`src/rtl/univ_shift_register_if.sv`:
```
// univ_shift_register_if: control/data bundle for univ_shift_register; carries par when SHIFT_REG_PARITY_EN is defined
interface univ_shift_register_if #(
  parameter int WIDTH = 4,
  parameter int AMT_W = 3
);
  logic             en;
  logic [2:0]       mode;
  logic [WIDTH-1:0] D;
  logic             sin;
  logic             start;
  logic [AMT_W-1:0] amt;
  logic [WIDTH-1:0] q;
  logic             sout;
  logic             busy;
  logic             done;
`ifdef SHIFT_REG_PARITY_EN
  logic             par;
  modport master (output en, mode, D, sin, start, amt, input q, sout, busy, done, par);
  modport slave (input en, mode, D, sin, start, amt, output q, sout, busy, done, par);
`else
  modport master (output en, mode, D, sin, start, amt, input q, sout, busy, done);
  modport slave (input en, mode, D, sin, start, amt, output q, sout, busy, done);
`endif
endinterface

```
`src/rtl/univ_shift_register.sv`:
```
// univ_shift_register: universal shift register with multi-step engine; SHIFT_REG_PARITY_EN adds par = ^q
module univ_shift_register #(
  parameter int               WIDTH     = 4,
  parameter logic [WIDTH-1:0] RESET_VAL = '0,
  parameter int               AMT_W     = 3
) (
  input logic              clk,
  input logic              rest,
  univ_shift_register_if.slave bus
);
  if ((2 ** AMT_W) - 1 < WIDTH) begin : g_amt_chk
    $error("AMT_W too narrow to express WIDTH steps");
  end
  typedef enum logic [1:0] {IDLE, RUN, DONE} state_t;
  state_t           state, state_nx;
  logic [2:0]       op, op_r, op_nx;
  logic [AMT_W-1:0] cnt, cnt_nx;
  logic [WIDTH-1:0] q, q_sh;
  logic             sout, sout_sh, multi, apply;
  assign multi    = bus.mode inside {[3'b010:3'b110]};
  assign bus.q    = q;
  assign bus.sout = sout;
  assign bus.busy = state == RUN;
  assign bus.done = state == DONE;
`ifdef SHIFT_REG_PARITY_EN
  assign bus.par  = ^q;
`endif
  // one step of the selected operation; sout only moves on shifts/rotates
  always_comb begin
    q_sh    = q;
    sout_sh = sout;
    case (op)
      3'b001:  q_sh = bus.D;
      3'b010:  {sout_sh, q_sh} = {q, bus.sin};
      3'b011:  {q_sh, sout_sh} = {bus.sin, q};
      3'b100:  {sout_sh, q_sh} = {q[WIDTH-1], q[WIDTH-2:0], q[WIDTH-1]};
      3'b101:  {q_sh, sout_sh} = {q[0], q[WIDTH-1:1], q[0]};
      3'b110:  {q_sh, sout_sh} = {q[WIDTH-1], q};
      3'b111:  q_sh = '0;
      default: ;
    endcase
  end
  // sequencing: single steps in IDLE, latched op repeated in RUN, one-cycle DONE
  always_comb begin
    state_nx = state;
    cnt_nx   = cnt;
    op_nx    = op_r;
    op       = bus.mode;
    apply    = 1'b0;
    case (state)
      IDLE: begin
        if (bus.start && multi) begin
          op_nx    = bus.mode;
          cnt_nx   = bus.amt;
          state_nx = (bus.amt != '0) ? RUN : DONE;
        end else apply = 1'b1;
      end
      RUN: begin
        op       = op_r;
        apply    = 1'b1;
        cnt_nx   = cnt - 1'b1;
        state_nx = (cnt == AMT_W'(1)) ? DONE : RUN;
      end
      default: state_nx = IDLE;
    endcase
  end
  // state and datapath registers; en low freezes everything
  always_ff @(posedge clk or negedge rest) begin
    if (!rest) begin
      state <= IDLE;
      cnt   <= '0;
      op_r  <= '0;
      q     <= RESET_VAL;
      sout  <= 1'b0;
    end else if (bus.en) begin
      state <= state_nx;
      cnt   <= cnt_nx;
      op_r  <= op_nx;
      if (apply) begin
        q    <= q_sh;
        sout <= sout_sh;
      end
    end
  end
endmodule

```
`src/flat_wrapper.sv`:
```
// flat-port wrapper written by rule: the top's interface ports become plain ports
module univ_shift_register_flat 
#(
  parameter int               WIDTH     = 4,
  parameter logic [WIDTH-1:0] RESET_VAL = '0,
  parameter int               AMT_W     = 3
)
  (clk, rest, bus_en, bus_mode, bus_D, bus_sin, bus_start, bus_amt, bus_q, bus_sout, bus_busy, bus_done);
  univ_shift_register_if #(.WIDTH(WIDTH), .AMT_W(AMT_W)) bus_i ();
  input logic clk;
  input logic rest;
  input wire logic [$bits(bus_i.en)-1:0] bus_en;
  input wire logic [$bits(bus_i.mode)-1:0] bus_mode;
  input wire logic [$bits(bus_i.D)-1:0] bus_D;
  input wire logic [$bits(bus_i.sin)-1:0] bus_sin;
  input wire logic [$bits(bus_i.start)-1:0] bus_start;
  input wire logic [$bits(bus_i.amt)-1:0] bus_amt;
  output wire logic [$bits(bus_i.q)-1:0] bus_q;
  output wire logic [$bits(bus_i.sout)-1:0] bus_sout;
  output wire logic [$bits(bus_i.busy)-1:0] bus_busy;
  output wire logic [$bits(bus_i.done)-1:0] bus_done;
  assign bus_i.en = bus_en;
  assign bus_i.mode = bus_mode;
  assign bus_i.D = bus_D;
  assign bus_i.sin = bus_sin;
  assign bus_i.start = bus_start;
  assign bus_i.amt = bus_amt;
  assign bus_q = bus_i.q;
  assign bus_sout = bus_i.sout;
  assign bus_busy = bus_i.busy;
  assign bus_done = bus_i.done;
  univ_shift_register #(.WIDTH(WIDTH), .RESET_VAL(RESET_VAL), .AMT_W(AMT_W)) u_core (.clk(clk), .rest(rest), .bus(bus_i));
endmodule
```
`config.mk`:
```
export PLATFORM = sky130hd
export DESIGN_NAME = univ_shift_register_flat
export DESIGN_NICKNAME = d
export VERILOG_FILES = /design/src/rtl/univ_shift_register_if.sv /design/src/rtl/univ_shift_register.sv /design/src/flat_wrapper.sv
export SDC_FILE = /design/constraint.sdc
export NUM_CORES = 1
export LEC_CHECK = 0
export CAP_MARGIN = 30
export CORE_MARGIN = 4
export CORE_UTILIZATION = 30
export CTS_BUF_LIST = sky130_fd_sc_hd__clkbuf_8
export CTS_CLUSTER_DIAMETER = 200
export DETAILED_ROUTE_END_ITERATION = 8
export GPL_ROUTABILITY_DRIVEN = 0
export GPL_TIMING_DRIVEN = 1
export PLACE_DENSITY = 0.5
export SLEW_MARGIN = 30
export SYNTH_ARGS = -nofsm -noshare
export SYNTH_HDL_FRONTEND = slang
export SYNTH_SLANG_ARGS = --single-unit
```
`constraint.sdc`:
```
create_clock -name clk -period 2.8 [get_ports clk]
set_input_delay 0.28 -clock clk [delete_from_list [all_inputs] [get_ports clk]]
set_output_delay 0.28 -clock clk [all_outputs]
set_load 0.005 [all_outputs]
```
==> flow_summary.yaml <==
status:
  status: "completed"
final_layout:
  fin_util_pct: 39.40
  multi_input_area_um2: 653.1
  nets: 153
  drive_above_1_share_pct: 13.33
  seqCellArea_um2: 325.3
  antenna_cells: 0
  final_cell_area_mm2: 0.001325
  syn_to_final_growth_pct: 25.33
  filler_cell_count: 358
critical_path:
  critPathKind: "flop to primary output"
  critPathTopFamily: "buffers and inverters"
  critical_path_arrival_ns: 1.96
  cp_max_fo: 13
  critPathCaptureType: "primary output"
  cp.depth: 3
  cp_num_buf_inv: 2
  crit_slowest_cell: "clkdlybuf4s50_1"
  critPathRequiredTime_ns: 2.52
  cp-start-kind: "flop"
  crit_chain: "nand2b_1, inv_4, clkdlybuf4s50_1"
  reg2regPathDepth: 6
  slowest_delay_ns: 0.57
worst_hold_path:
  hold_class: "input port to asynchronous set/reset pin"
cts:
  cts_resized: 0
  clk_pin_slew_worst_paths_ns: 0.06
  cts_buffers: 3
  cts_root_buf: "clkbuf_8"
  hold_buffers: 0
  htreeDepth: 1
  clk_path_buf_depth: 2
  clkLatencyLatePin_ns: 0.25
  cts.sinks: 13
  post_cts_buffers: 0
  cts_tree: "done"
drt:
  ant_nets: 0
  route.detailed.drc: 0
  wire_per_inst_um: 14.73
  vias: 920
  route.final.wire_length_um: 2667
  drt_iter0_markers: 27
  drt-vias-per-instance: 5.083
  drt_pass1_iterations: 4
synth:
  synth_top_area_cell: "dfrtp_1"
  synth_flop_cell: "dfrtp_1"
  avgSynthCellArea_um2: 9.114
  async_flop_share_pct: 100.0
  synth.distinct_cells: 42
  yosysSeqAreaShare_pct: 30.77
  synth.area.top_cells: "dfrtp_1, mux2_2, xor2_1, mux2i_4, mux2i_1"
  syn_area_mm2: 0.001057
  synth_seq_cells: 13
  synthesis.nets: 133
  syn-instance-count: 116
  yosys.cell_count.top_type: "dfrtp_1"
  synth_edf_count: 0
  yosysTopAreaCellShare_pct: 30.77
  yosys_warnings: 0
  synth_common_cells: "dfrtp_1, nand2_1, nor2_1"
global_route:
  grt_overflow: 0
  track_usage_pct: 13.40
  antenna_found_initial: 0
  grt_pass1_wl_um: 4505
  grt_max_degree: 14
  first_global_vias: 957
place:
  portBuffers: 21
  post_dp_cell_area_mm2: 0.001279
  dp_slack_ns: 0.6263
  hpwl_um: 2123
flow_run:
  maxCapViolCount: 0
sta:
  relSlewSlack_pct: 54.94
  rsz0062_at_grt: "false"
  final.setup.worst_slack_ns: 0.5589
  period_minus_slack_ns: 2.241
  finalHoldViolCount: 0
  report.final.slew_viol_count: 0
  setup_violations: 0
  finalSetupTns_ns: 0
  timing.fmax_mhz: 446.2
  fin_skew_ns: 0.005472
  tightest_slew_ns: 0.6759
  min_period_over_period_pct: 80.04
floorplan:
  die_w_um: 67.37
  core_mm2: 0.003363
  initial_utilization_pct: 31.44
  die_h_um: 67.37
  fp.dieArea_mm2: 0.004538
  fp-row-count: 21
  io_pins: 22
power:
  p_sw_mw: 0.5342
  combPwrFrac_pct: 55.3
  power.internal_mw: 0.7221
  seqPwrFrac_pct: 31.3
  ir_drop_v: 0.0003359
  clockPowerShare_pct: 13.4
  p_per_area_mw_per_mm2: 948.2
  leakage_nw: 0.5378
  sw_frac_of_total_pct: 42.52
metrics by stage:
step / hold slack [ns] / std cells / power [mW]
floorplan: -0.01559 / 116 / 0.8957
global placement: 0.4764 / 177 / 1.096
detailed placement: 0.4812 / 177 / 1.094
CTS: 0.4479 / 181 / 1.276
global route: 0.4791 / 181 / 1.374
finish: 0.4291 / 181 / 1.256
worst reg2reg max path: stages (launching register included):
cell and delay, ns:
dfrtp_1 0.46, nand2b_1 0.53, buf_4 0.27, mux2i_1 0.12, a211oi_1 0.30, o32ai_1 0.15, a21oi_1 0.18
cell families after synthesis:
family	after synthesis	synth area share (%)
AOI/OAI and AO/OA	32	21.66
xor gates and xnor gates	6	4.970
adders and majority gates	2	2.366
buffers and inverters	13	7.455
DFF	13	30.77
muxes	12	14.67
and+or+nand+nor	38	18.11
metal layers:
layer	vias to the layer above	share of wire, %	global-route usage, %
met4	0	2.6	4.810
met3	8	5.7	4.825
met1	427	44	16.28
met2	25	48	21.72
met5	-	0	0
li1	460	-	-
final timing paths:
check / start / to / slack [ns]
setup / recovery: u_core.state[0]$_DFFE_PN0P_ / bus_busy / 0.56
max in group asynchronous: rest / u_core.op_r[2]$_DFFE_PN0P_ / 1.96
hold reg to reg: u_core.cnt[1]$_DFFE_PN0P_ / u_core.cnt[1]$_DFFE_PN0P_ / 0.49
min in group clk: u_core.cnt[1]$_DFFE_PN0P_ / u_core.cnt[1]$_DFFE_PN0P_ / 0.49
hold / removal: rest / u_core.bus.sout$_DFFE_PN0P_ / 0.43
setup reg to reg: u_core.state[0]$_DFFE_PN0P_ / u_core.bus.sout$_DFFE_PN0P_ / 0.72
power by group through the flow:
stage | Sequential (mW) | Combinational [mW] | Clock [mW]
after floorplan | 0.339 | 0.557 | 0
after global placement | 0.397 | 0.699 | 0
after detailed placement | 0.395 | 0.699 | 0
after CTS | 0.393 | 0.704 | 0.179
after global routing | 0.412 | 0.778 | 0.184
final | 0.393 | 0.695 | 0.168
flip-flops by register name (all words and copies together), names as in the netlist:
| name | cells |
|---|---|
| u_core.bus.q | 4 |
| u_core.cnt | 3 |
| u_core.op_r | 3 |
| u_core.state | 2 |
| u_core.bus.sout | 1 |
placed cells by master, fill, tap and decap left out, types with 4 or more instances in the layout:
cell             instances
clkdlybuf4s50_1         21
dfrtp_1                 13
o21ai_0                  5
mux2_2                   5
xor2_1                   6
a21oi_1                  7
inv_1                    4
nor2_1                   9
nand2_1                 10
mux2i_1                  4
cell type report:
class	instances	share of cell area [%]
flip-flops and latches	13	24.55
clock inverters	1	0.3777
inverters	6	1.889
clock buffers	3	3.116
well taps	46	4.344
multi-input cells	90	49.29
repair buffers	22	16.43
Power figures use the tool's default switching activity.
